===== src/rtl/shreg_pkg.sv =====
// Shared mode encodings and FSM state type for the universal shift register.
package shreg_pkg;

    localparam int unsigned MODE_W = 3;

    localparam logic [MODE_W-1:0] MODE_HOLD = 3'b000;
    localparam logic [MODE_W-1:0] MODE_SHR  = 3'b001;
    localparam logic [MODE_W-1:0] MODE_SHL  = 3'b010;
    localparam logic [MODE_W-1:0] MODE_LOAD = 3'b011;
    localparam logic [MODE_W-1:0] MODE_ROR  = 3'b100;
    localparam logic [MODE_W-1:0] MODE_ROL  = 3'b101;
    localparam logic [MODE_W-1:0] MODE_CLR  = 3'b110;
    localparam logic [MODE_W-1:0] MODE_SER  = 3'b111;

    typedef enum logic {
        IDLE = 1'b0,
        SER  = 1'b1
    } shreg_state_t;

endpackage


===== src/rtl/univ_shift_reg_if.sv =====
// Control/data bundle for univ_shift_reg; q_par exists only with SHREG_PARITY_EN.
interface univ_shift_reg_if
    import shreg_pkg::*;
#(
    parameter int unsigned WIDTH = 8
);
    logic              en;
    logic [MODE_W-1:0] mode;
    logic [WIDTH-1:0]  d;
    logic              ser_in_r;
    logic              ser_in_l;
    logic [WIDTH-1:0]  q;
    logic              ser_out_r;
    logic              ser_out_l;
    logic              busy;
    logic              done;
`ifdef SHREG_PARITY_EN
    logic              q_par;
`endif

    modport master (
        output en, mode, d, ser_in_r, ser_in_l,
`ifdef SHREG_PARITY_EN
        input  q_par,
`endif
        input  q, ser_out_r, ser_out_l, busy, done
    );

    modport slave (
        input  en, mode, d, ser_in_r, ser_in_l,
`ifdef SHREG_PARITY_EN
        output q_par,
`endif
        output q, ser_out_r, ser_out_l, busy, done
    );

endinterface


===== src/rtl/shreg_bitcnt.sv =====
// Loadable falling-edge down-counter with enable, clear and zero flag; never wraps below 0.
module shreg_bitcnt #(
    parameter int unsigned W = 4
) (
    input  logic         clk,
    input  logic         rstn,
    input  logic         i_en,
    input  logic         i_clr,
    input  logic         i_load,
    input  logic [W-1:0] i_load_val,
    input  logic         i_dec,
    output logic [W-1:0] o_cnt,
    output logic         o_zero_c
);

    logic [W-1:0] r_cnt;

    always_ff @(negedge clk or negedge rstn) begin
        if (!rstn) begin
            r_cnt <= '0;
        end else if (i_en) begin
            if (i_clr) begin
                r_cnt <= '0;
            end else if (i_load) begin
                r_cnt <= i_load_val;
            end else if (i_dec && (r_cnt != '0)) begin
                r_cnt <= r_cnt - W'(1);
            end
        end
    end

    assign o_cnt    = r_cnt;
    assign o_zero_c = (r_cnt == '0);

endmodule


===== src/rtl/univ_shift_reg.sv =====
// WIDTH-bit universal register (hold/shift/rotate/load/clear) with LSB-first auto-serialize.
// Optional registered even parity of q when SHREG_PARITY_EN is defined.
module univ_shift_reg
    import shreg_pkg::*;
#(
    parameter int unsigned      WIDTH   = 8,
    parameter logic [WIDTH-1:0] RST_VAL = '0
) (
    input  logic             clk,
    input  logic             rstn,
    univ_shift_reg_if.slave  bus
);

    localparam int unsigned CNT_W = $clog2(WIDTH + 1);

    shreg_state_t     r_state;
    logic [WIDTH-1:0] r_q;
    logic             r_busy;
    logic             r_done;
    logic [WIDTH-1:0] w_q_nxt;
    logic [CNT_W-1:0] w_cnt;
    logic             w_cnt_zero;
    logic             w_start;
    logic             w_last;

    assign w_start = (r_state == IDLE) && (bus.mode == MODE_SER);
    assign w_last  = (r_state == SER) && (w_cnt == CNT_W'(1));

    // Counter is parked at zero in IDLE; skip the clear write when already there.
    shreg_bitcnt #(
        .W (CNT_W)
    ) u_bitcnt (
        .clk        (clk),
        .rstn       (rstn),
        .i_en       (bus.en),
        .i_clr      ((r_state == IDLE) && !w_start && !w_cnt_zero),
        .i_load     (w_start),
        .i_load_val (CNT_W'(WIDTH - 1)),
        .i_dec      (r_state == SER),
        .o_cnt      (w_cnt),
        .o_zero_c   (w_cnt_zero)
    );

    // Next register value; mode is ignored while serializing.
    always_comb begin
        w_q_nxt = r_q;
        if (bus.en) begin
            if (r_state == SER) begin
                w_q_nxt = {bus.ser_in_r, r_q[WIDTH-1:1]};
            end else begin
                case (bus.mode)
                    MODE_HOLD: w_q_nxt = r_q;
                    MODE_SHR:  w_q_nxt = {bus.ser_in_r, r_q[WIDTH-1:1]};
                    MODE_SHL:  w_q_nxt = {r_q[WIDTH-2:0], bus.ser_in_l};
                    MODE_LOAD: w_q_nxt = bus.d;
                    MODE_ROR:  w_q_nxt = {r_q[0], r_q[WIDTH-1:1]};
                    MODE_ROL:  w_q_nxt = {r_q[WIDTH-2:0], r_q[WIDTH-1]};
                    MODE_CLR:  w_q_nxt = RST_VAL;
                    MODE_SER:  w_q_nxt = bus.d;
                    default:   w_q_nxt = r_q;
                endcase
            end
        end
    end

    always_ff @(negedge clk or negedge rstn) begin
        if (!rstn) begin
            r_state <= IDLE;
            r_q     <= RST_VAL;
            r_busy  <= 1'b0;
            r_done  <= 1'b0;
        end else if (bus.en) begin
            r_q    <= w_q_nxt;
            r_done <= w_last;
            case (r_state)
                IDLE: begin
                    if (w_start) begin
                        r_state <= SER;
                        r_busy  <= 1'b1;
                    end
                end
                SER: begin
                    if (w_last) begin
                        r_state <= IDLE;
                        r_busy  <= 1'b0;
                    end
                end
                default: r_state <= IDLE;
            endcase
        end
    end

`ifdef SHREG_PARITY_EN
    logic r_par;

    always_ff @(negedge clk or negedge rstn) begin
        if (!rstn) begin
            r_par <= ^RST_VAL;
        end else if (bus.en) begin
            r_par <= ^w_q_nxt;
        end
    end

    assign bus.q_par = r_par;
`endif

    assign bus.q         = r_q;
    assign bus.busy      = r_busy;
    assign bus.done      = r_done;
    assign bus.ser_out_r = r_q[0];
    assign bus.ser_out_l = r_q[WIDTH-1];

endmodule


===== src/flat_wrapper.sv =====
// flat-port wrapper written by rule: the top's interface ports become plain ports
module univ_shift_reg_flat import shreg_pkg::*;
#(
    parameter int unsigned      WIDTH   = 8,
    parameter logic [WIDTH-1:0] RST_VAL = '0
)
  (clk, rstn, bus_en, bus_mode, bus_d, bus_ser_in_r, bus_ser_in_l, bus_q, bus_ser_out_r, bus_ser_out_l, bus_busy, bus_done);
  univ_shift_reg_if #(.WIDTH(WIDTH)) bus_i ();
  input  logic clk;
  input  logic rstn;
  input wire logic [$bits(bus_i.en)-1:0] bus_en;
  input wire logic [$bits(bus_i.mode)-1:0] bus_mode;
  input wire logic [$bits(bus_i.d)-1:0] bus_d;
  input wire logic [$bits(bus_i.ser_in_r)-1:0] bus_ser_in_r;
  input wire logic [$bits(bus_i.ser_in_l)-1:0] bus_ser_in_l;
  output wire logic [$bits(bus_i.q)-1:0] bus_q;
  output wire logic [$bits(bus_i.ser_out_r)-1:0] bus_ser_out_r;
  output wire logic [$bits(bus_i.ser_out_l)-1:0] bus_ser_out_l;
  output wire logic [$bits(bus_i.busy)-1:0] bus_busy;
  output wire logic [$bits(bus_i.done)-1:0] bus_done;
  assign bus_i.en = bus_en;
  assign bus_i.mode = bus_mode;
  assign bus_i.d = bus_d;
  assign bus_i.ser_in_r = bus_ser_in_r;
  assign bus_i.ser_in_l = bus_ser_in_l;
  assign bus_q = bus_i.q;
  assign bus_ser_out_r = bus_i.ser_out_r;
  assign bus_ser_out_l = bus_i.ser_out_l;
  assign bus_busy = bus_i.busy;
  assign bus_done = bus_i.done;
  univ_shift_reg #(.WIDTH(WIDTH), .RST_VAL(RST_VAL)) u_core (.clk(clk), .rstn(rstn), .bus(bus_i));
endmodule

===== config.mk =====
export PLATFORM = sky130hd
export DESIGN_NAME = univ_shift_reg_flat
export DESIGN_NICKNAME = d
export VERILOG_FILES = /design/src/rtl/shreg_pkg.sv /design/src/rtl/univ_shift_reg_if.sv /design/src/rtl/shreg_bitcnt.sv /design/src/rtl/univ_shift_reg.sv /design/src/flat_wrapper.sv
export SDC_FILE = /design/constraint.sdc
export NUM_CORES = 1
export LEC_CHECK = 0
export CAP_MARGIN = 25
export CORE_AREA = 2 2 49 51
export DETAILED_ROUTE_END_ITERATION = 10
export DIE_AREA = 0 0 51 53
export GPL_TIMING_DRIVEN = 0
export MAX_ROUTING_LAYER = met4
export PLACE_DENSITY_LB_ADDON = 0.12
export RECOVER_POWER = 100
export SYNTH_ARGS = -nofsm -noshare
export SYNTH_HDL_FRONTEND = slang
export SYNTH_SLANG_ARGS = --single-unit

===== constraint.sdc =====
create_clock -name clk -period 2.5 [get_ports clk]
set_clock_uncertainty 0.15 [all_clocks]
set_input_delay 0.625 -clock clk [delete_from_list [all_inputs] [get_ports clk]]
set_output_delay 0.625 -clock clk [all_outputs]
set_load 0.02 [all_outputs]

---- Yosys cells after proc, flatten, opt, wreduce, memory -nomap -nowiden ----
Index checks and enable logic that the tools add are counted.
storage, ports and cells
  flip-flop bits (word level) ............. 15
  input bits .............................. 16
  output and inout bits ................... 12
  word-level logic and storage cells ...... 44
operators by class
  add/sub/neg operators ................... 1
  eq/ne operators ......................... 11
  multiplexer cells ....................... 11
  bitwise gates (word level) .............. 1
  reduce and logical (&&, ||, !) cells .... 15
operators by type and width
  cell                                                    number
  case mux 8 bit (6 select lines)                         1
  == test 3 bit (second input constant)                   4
  two-way mux 4 bit                                       3
  two-way mux 8 bit                                       1
  == test 3 x 2 -> 1 bit (second input constant)          2
  logical AND 1 bit                                       5
  == test 4 x 1 -> 1 bit (second input constant)          1
  logical NOT 4 bit                                       1
  two-way mux 1 bit                                       4
  inequality test 2 x 1 -> 1 bit (second input constant)  2
  case mux 1 bit (2 select lines)                         2
  AND reduction 2 bit                                     2
  nonzero test 4 bit                                      1
  subtractor 4 x 1 -> 4 bit (second input constant)       1
  == test 3 x 1 -> 1 bit (second input constant)          1
  logical NOT 3 bit                                       1
  AND reduction 3 bit                                     1
  nonzero test 3 bit                                      1
  logical NOT 1 bit                                       2
  inequality test 2 bit (second input constant)           1
  OR reduction 2 bit                                      1
  inverter 1 bit                                          1

---- Longest topological paths before layout ----
Gate-level depths: netlist (run 1).
  word-level depth ........................ 7
  gate-level depth with buffers ........... 6

---- Hierarchy ----
Synthesis (run 1) repeated with hierarchy kept, for this count alone.
second synthesis, totals
  cell total of the unflattened synthesis .. 133
  area, all modules ....................... 1136.1 um^2
by module, submodules not included
  module          instances  cells each  area each (um^2)  seq. area each (um^2)
  univ_shift_reg  1          95          773.2             275.3
  shreg_bitcnt    1          38          362.8             100.1

==> results of run 1 <==
## stage by stage
| stage | power [W] | area, um2 | hold slack, ps | instances |
|---|---|---|---|---|
| after CTS | 0.00147 | 1630 | 310 | 192 |
| after floorplan | 0.000923 | 1140 | 312 | 119 |
| after detailed placement | 0.00120 | 1430 | 273 | 173 |
| final | 0.00150 | 1690 | 323 | 193 |
| after global routing | 0.00160 | 1690 | 346 | 193 |
| after global placement | 0.00117 | 1430 | 271 | 173 |
## repair_timing
item / in CTS / in global routing
endpoints found under the hold margin: 0 / 0
buffers inserted: 16 / 1
endpoints found under the setup margin: 40 / 25
gates resized for setup: 109 / 12
pin swaps: 21 / 8
gates cloned: 1 / 0
## cell families (layout without fill, tap and decap cells)
logic type               count (synthesis)  after routing  share of synthesized area [%]
buffers and inverters                   17             63                           9.87
adder cells (fa/ha/maj)                  2              2                           2.30
flip-flops                              15             15                           34.4
multiplexers                             2              2                           2.30
AO/OA/AOI/OAI                           27             27                           20.9
AND/OR/NAND/NOR                         56             56                           30.2
## flip-flops by register name, summed over array words and instances, names as in the netlist
name / count
u_core.bus.q: 8
u_core.u_bitcnt.o_cnt: 4
u_core.bus.busy: 1
u_core.bus.done: 1
u_core.r_state: 1
## report_power, final
group | switching (W) | internal [W] | total, W
sequential | 0.000105 | 0.000352 | 0.000457
combinational | 0.000434 | 0.000460 | 0.000893
clock | 0.0000897 | 0.0000596 | 0.000149
## Yosys cell counts, drive strengths merged
library cell	number	share of area, %
and3	1	0.57
o22ai	1	0.57
and2	1	0.57
or2	6	3.4
nand4b	1	0.80
nand3	4	1.8
a31oi	6	3.4
ha	2	2.3
a221oi	6	7.7
nor2b	3	1.7
a21o	1	0.69
nor3	2	0.92
nor2	10	3.9
o211ai	1	0.69
and4bb	5	5.7
a21oi	5	3.3
mux2i	1	0.92
nor4bb	2	1.8
o21ai	4	1.8
nor3b	1	0.69
dfrtn	15	34
buf	9	7.0
inv	6	2.1
clkbuf	2	0.80
o221ai	1	0.80
mux2	1	1.4
and3b	1	0.80
o311a	1	0.92
nand2	17	5.9
or3b	1	0.80
nand3b	1	0.69
a32o	1	0.92
## path summary, 6_finish.rpt
path                                                 startpoint                              endpoint  slack (ps)  cells past startpoint
max                                 u_core.bus.q[7]$_DFFE_NN0P_                              bus_q[7]        -480                      2
min                                 u_core.bus.busy$_DFFE_NN0P_           u_core.bus.busy$_DFFE_NN0P_         320                      2
max reg2reg                u_core.u_bitcnt.o_cnt[0]$_DFFE_NN0P_  u_core.u_bitcnt.o_cnt[3]$_DFFE_NN0P_         760                      4
min reg2reg                         u_core.bus.busy$_DFFE_NN0P_           u_core.bus.busy$_DFFE_NN0P_         320                      2
max in group asynchronous                                  rstn           u_core.bus.q[5]$_DFFE_NN0P_         270                      1
min in group asynchronous                                  rstn  u_core.u_bitcnt.o_cnt[3]$_DFFE_NN0P_        1460                      1
## area by class of cell
class                   instances  share of cell area, %
plain buffers                   9                   5.78
inverters                       6                   1.33
clock buffers                   3                   1.33
well taps                      28                   2.08
multi-input cells              87                   42.6
repair buffers                 44                   24.3
flip-flops and latches         15                   22.2
clock inverters                 1                  0.297
## worst register-to-register path, cell delays in order, from the launching register on
cell and delay (ps):
dfrtn_1 400, inv_1 80, ha_1 180, or3b_2 510, a32o_1 280
## cell usage in the layout, fill, tap and decap left out, drive strengths merged, types with 3 or more instances in the layout
| cell type | n |
|---|---|
| a31oi | 6 |
| dlygate4sd2 | 9 |
| dfrtn | 15 |
| and4bb | 5 |
| nor2 | 10 |
| a21oi | 5 |
| buf | 41 |
| inv | 6 |
| nand2 | 17 |
| nand3 | 4 |
| a221oi | 6 |
| or2 | 6 |
| nor2b | 3 |
| o21ai | 4 |
| clkbuf | 4 |
## per-layer routing
metal | global-route usage (%) | up-vias | routed length [um]
met5 | - | - | 0
met4 | 12.6 | 0 | 34
met3 | 2.26 | 4 | 83
met2 | 43.9 | 19 | 1520
met1 | 28.0 | 509 | 1260
li1 | - | 518 | -
==> results.md, run 1 <==
* Final hold violations at 0
* Die area at 0.00270 mm2
* WL/cell at 15.1 um
* Setup slack after layout at -476 ps
* Die Ht at 53 um
* Post-synth net total at 137
* FF+latch area at 375 um2
* CP cell instances: buf_6 -> buf_6
* RSZ-0062 raised after global routing: true
* Antenna violations before repair at 0
* Hpwl dp at 1.92 mm
* CTS H-Tree Depth at 1
* Max Slew Vio Count at 0
* Sum of buffers and inverters on the critical path at 2
* Leak at 0.783 nW
* Status: finished with violations
* Clock root cell: clkbuf_4
* CORE AREA at 0.00215 mm2
* Reg clk slew, reported paths at 70 ps
* DRC viols at 0
* Number of distinct library cells after synthesis at 39
* GRT Util Overall at 24.8%
* Crit Path Class: flip-flop to output port
* Final nets at 184
* Worst hold path type: flip-flop to flip-flop
* CTS Hold Bufs at 0
* Sequential area share after synthesis at 34.4%
* Post-Place Worst Slack at -1140 ps
* Setup Viol. Count Final at 23
* Syn avg cell area at 9.16 um2
* Via density at 5.44
* Mapped Area at 0.00109 mm2
* Slowest stage cell, crit path: dfrtn_1
* Max-cap check violation count at 0
* P&R area growth vs syn at 54.9%
* Rows at 17
* Top cell by count, worst path: buf_6
* Layout cells sized above 1 at 44.2%
* PD cells at 889 mW/mm2
* Initial Util at 50.7%
* Worst Setup Start Kind: flip-flop
* Flop and latch count out of synthesis at 15
* Crit. End Element: output port
* GRT overflow at 0
* DR iter-0 viols at 11
* Setup TNS at -6690 ps
* Antenna cells at 0
* CP max stage delay at 450 ps
* Post-route ant nets at 0
* WP data arrival at 2200 ps
* Slew HR at 53.4%
* CTS Buf Count at 3
* IO Count at 28
* Vias after detailed routing at 1,050
* Failing checks: negative setup slack
* Multi-input logic area at 719 um2
* Slew at the pin with the worst max-slew slack at 699 ps
* First-pass GRT wire length at 4.78 mm
* Total wire length at 2.91 mm
* TritonCTS Sinks at 15
* Critical Path RT at 1730 ps
* Delay-heaviest family, CP: flip-flops
* Vias in the first global route at 1,058
* Ys Warns at 0
* Final core occ at 78.6%
* Skew-Pair Late Insertion Delay at 300 ps
* CTS max path bufs at 2
* CTS tree: done
* Peak supply drop at 0.658 mV
* Final GP Congestion at 0.817
* Mapped Cells at 119
* I/O Buffers at 26
* Pre-antenna DRT Iters at 4
* DIE WIDTH at 51 um
* CP max FO at 3
* Largest net degree at the start of global routing at 16
* Fill cells at 146
Note: power is estimated with default switching activity, not from simulation.
==> run 2: changes to the inputs <==
--- a/config.mk
+++ b/config.mk
@@ -5,10 +5,11 @@
 export SDC_FILE = /design/constraint.sdc
 export NUM_CORES = 1
 export LEC_CHECK = 0
+export ABC_AREA = 1
 export CAP_MARGIN = 25
-export CORE_AREA = 2 2 49 51
+export CORE_AREA = 2 2 47 49
 export DETAILED_ROUTE_END_ITERATION = 10
-export DIE_AREA = 0 0 51 53
+export DIE_AREA = 0 0 49 51
 export GPL_TIMING_DRIVEN = 0
 export MAX_ROUTING_LAYER = met4
 export PLACE_DENSITY_LB_ADDON = 0.12
==> run 2 against run 1 <==
Compared with the run above:
- the run still ends with negative setup slack left
- critical path type unchanged
- largest power group unchanged
- cell area shrank 6.2%
- synthesized area shrank 12%
- die area shrank 7.5%
- count of clock-buffer cells in the layout is the same
- critical endpoint unchanged
- routed wire length shrank 4.1%
- highest routed layer unchanged
==> results.md, run 2 <==
* Max-cap check violation count at 0
* P&R area growth vs syn at 65.1%
* Slew at the pin with the worst max-slew slack at 720 ps
* Simple-gate share of the synthesized area at 39.8%
* CORE AREA at 0.00206 mm2
* EDFF count, synth at 0
* Sequential area share after synthesis at 39.1%
* TritonCTS Sinks at 15
* CTS tree: done
* Post-synth ARST share at 100%
* Worst hold path type: flip-flop to flip-flop
* WP data arrival at 2210 ps
* First-pass GRT wire length at 4.46 mm
* Total chip power at 0.00158 W
* Skew-Pair Late Insertion Delay at 300 ps
* CTS H-Tree Depth at 1
* Syn avg cell area at 6.81 um2
* I/O Buffers at 27
* Leak at 0.797 nW
* Layout cells sized above 1 at 38.2%
* Status: finished with violations
* PD cells at 995 mW/mm2
* Post-Route M1 WL at 1.19 mm
* Final GP Congestion at 0.757
* Worst hold slack at 307 ps
* Xor and xnor area share after synthesis at 0%
* Antenna cells at 0
* DIE WIDTH at 49 um
* Clock root cell: clkbuf_4
* GRT overflow at 0
* Total wire length at 2.79 mm
* Met3 WL post-DR at 174 um
* Critical Path RT at 1730 ps
* Mapped Cells at 141
* Crit. End Element: output port
* Number of flip-flops in the largest register at 8
* Slew HR at 52.0%
* Final hold violations at 0
* DRC viols at 0
* Cell Count, Final, Fillers Out at 214
* Final nets at 205
* Area contributors post-synth: dfrtn_1, nand2_1, a21oi_1
* Leading cell types by count after synthesis: nand2_1, a21oi_1, dfrtn_1
* Mux cell area share after synthesis at 0%
* Largest family of logic cells by synthesized area: simple AND/OR/NAND/NOR gates
* IO Count at 28
* Via density at 5.13
* RSZ-0062 raised after global routing: true
* Prevailing post-synth register cell: dfrtn_1
* DR iter-0 viols at 25
* Post-route ant nets at 0
* Met2 wire length at 1.38 mm
* Worst Setup Start Kind: flip-flop
* Compound-Gate Fraction of Synth Area at 10.7%
* Reg clk slew, reported paths at 70 ps
* Reg2Reg Setup Slack at 960 ps
* CTS Buf Count at 3
* Dpl cell area at 0.00132 mm2
* Setup Viol. Count Final at 22
* Dominant cell by count in the synthesized netlist: nand2_1
* Synth area leader: dfrtn_1
* Pre-antenna DRT Iters at 4
* CP max FO at 3
* Number of distinct library cells after synthesis at 17
* Failing checks: negative setup slack
* Die area at 0.00250 mm2
* Antenna violations before repair at 0
* Most frequent cells in the layout: nand2_1, dfrtn_1, buf_6
* Final instance area at 0.00158 mm2
* Peak supply drop at 0.678 mV
* Max Slew Vio Count at 0
* Placed Cells at 196
* Flop and latch count out of synthesis at 15
* Die Ht at 51 um
* Adder-Cell Fraction of Synth Area at 2.61%
* DR top layer: met4
* Mapped Area at 960 um2
* Synth top area share at 39.1%
* Rows at 17
* Ys Warns at 0
* Hpwl dp at 1.76 mm
* Most common cell after layout, fill and taps aside: nand2_1
* Crit Path Class: flip-flop to output port
* Vias after detailed routing at 1,097
* GRT Util Overall at 23.9%
* Setup slack after layout at -485 ps
* Post-synth net total at 159
* WL/cell at 13.0 um
* Setup TNS at -5490 ps
* CTS max path bufs at 2
* Largest net degree at the start of global routing at 16
* CTS Hold Bufs at 0
* Initial Util at 46.5%
* Vias in the first global route at 1,043
==> run 2: cell count changes in the layout (fill, tap and decap cells not counted), sizes merged, moves of 3 or more <==
cell | before | now
a21oi | 5 | 15
a221oi | 6 | 0
a31oi | 6 | 0
and4bb | 5 | 0
buf | 41 | 30
clkdlybuf4s50 | 2 | 7
dlygate4sd2 | 9 | 2
inv | 6 | 16
nand2 | 17 | 57
nand3 | 4 | 9
nand4 | 0 | 5
nor2 | 10 | 15
nor2b | 3 | 0
or2 | 6 | 1
==> run 2: repair_timing <==
item,4_1_cts,5_1_grt
cloned,1,0
pin swaps,13,16
gates resized for setup,113,21
endpoints found under the setup margin,42,25
buffers inserted,11,2
==> run 2: cells by family after synthesis <==
logic type               count (synthesis)
AND/OR/NAND/NOR                         86
AO/OA/AOI/OAI                           20
buffers and inverters                   18
flip-flops                              15
adder cells (fa/ha/maj)                  2
==> run 2: stage by stage <==
step / worst slack [ps] / util [%]
2_1_floorplan: -237 / -
3_3_place_gp: -1110 / 64.0
3_5_place_dp: -1120 / 64.0
4_1_cts: -485 / 72.5
5_1_grt: -509 / 76.8
6_report: -485 / 76.8
==> run 2: area by class of cell <==
class	count	area [um2]
timing repair buffer	40	402
inverter	16	72.6
sequential	15	375
tap	28	35.0
clock inverter	1	5.00
clock buffer	3	22.5
buffer	2	22.5
multi-input combinational	109	649
fill	165	479
==> run 2: power breakdown <==
part           switching (W)  internal, W  total (W)
Sequential         0.0000968     0.000353   0.000450
Combinational       0.000518     0.000458   0.000976
Clock              0.0000902    0.0000597   0.000150
==> run 2: per-layer routing <==
metal  track usage, %  up-vias
met5                -        -
met4             10.5        0
met3             4.39        5
met2             40.0       45
met1             28.6      504
li1                 -      543
==> run 2: worst max-delay path: stages (launching register included) <==
cell     delay, ps
dfrtn_1        460
buf_6          110
buf_6          100
==> run 2: final timing paths <==
path,startpoint,to,cells after the start
min in group asynchronous,rstn,u_core.bus.done$_DFFE_NN0P_,1
max in group asynchronous,rstn,u_core.bus.q[6]$_DFFE_NN0P_,1
max,u_core.bus.q[7]$_DFFE_NN0P_,bus_q[7],2
min,u_core.bus.done$_DFFE_NN0P_,u_core.bus.done$_DFFE_NN0P_,2
min reg2reg,u_core.bus.done$_DFFE_NN0P_,u_core.bus.done$_DFFE_NN0P_,2
max reg2reg,u_core.u_bitcnt.o_cnt[0]$_DFFE_NN0P_,u_core.u_bitcnt.o_cnt[0]$_DFFE_NN0P_,6
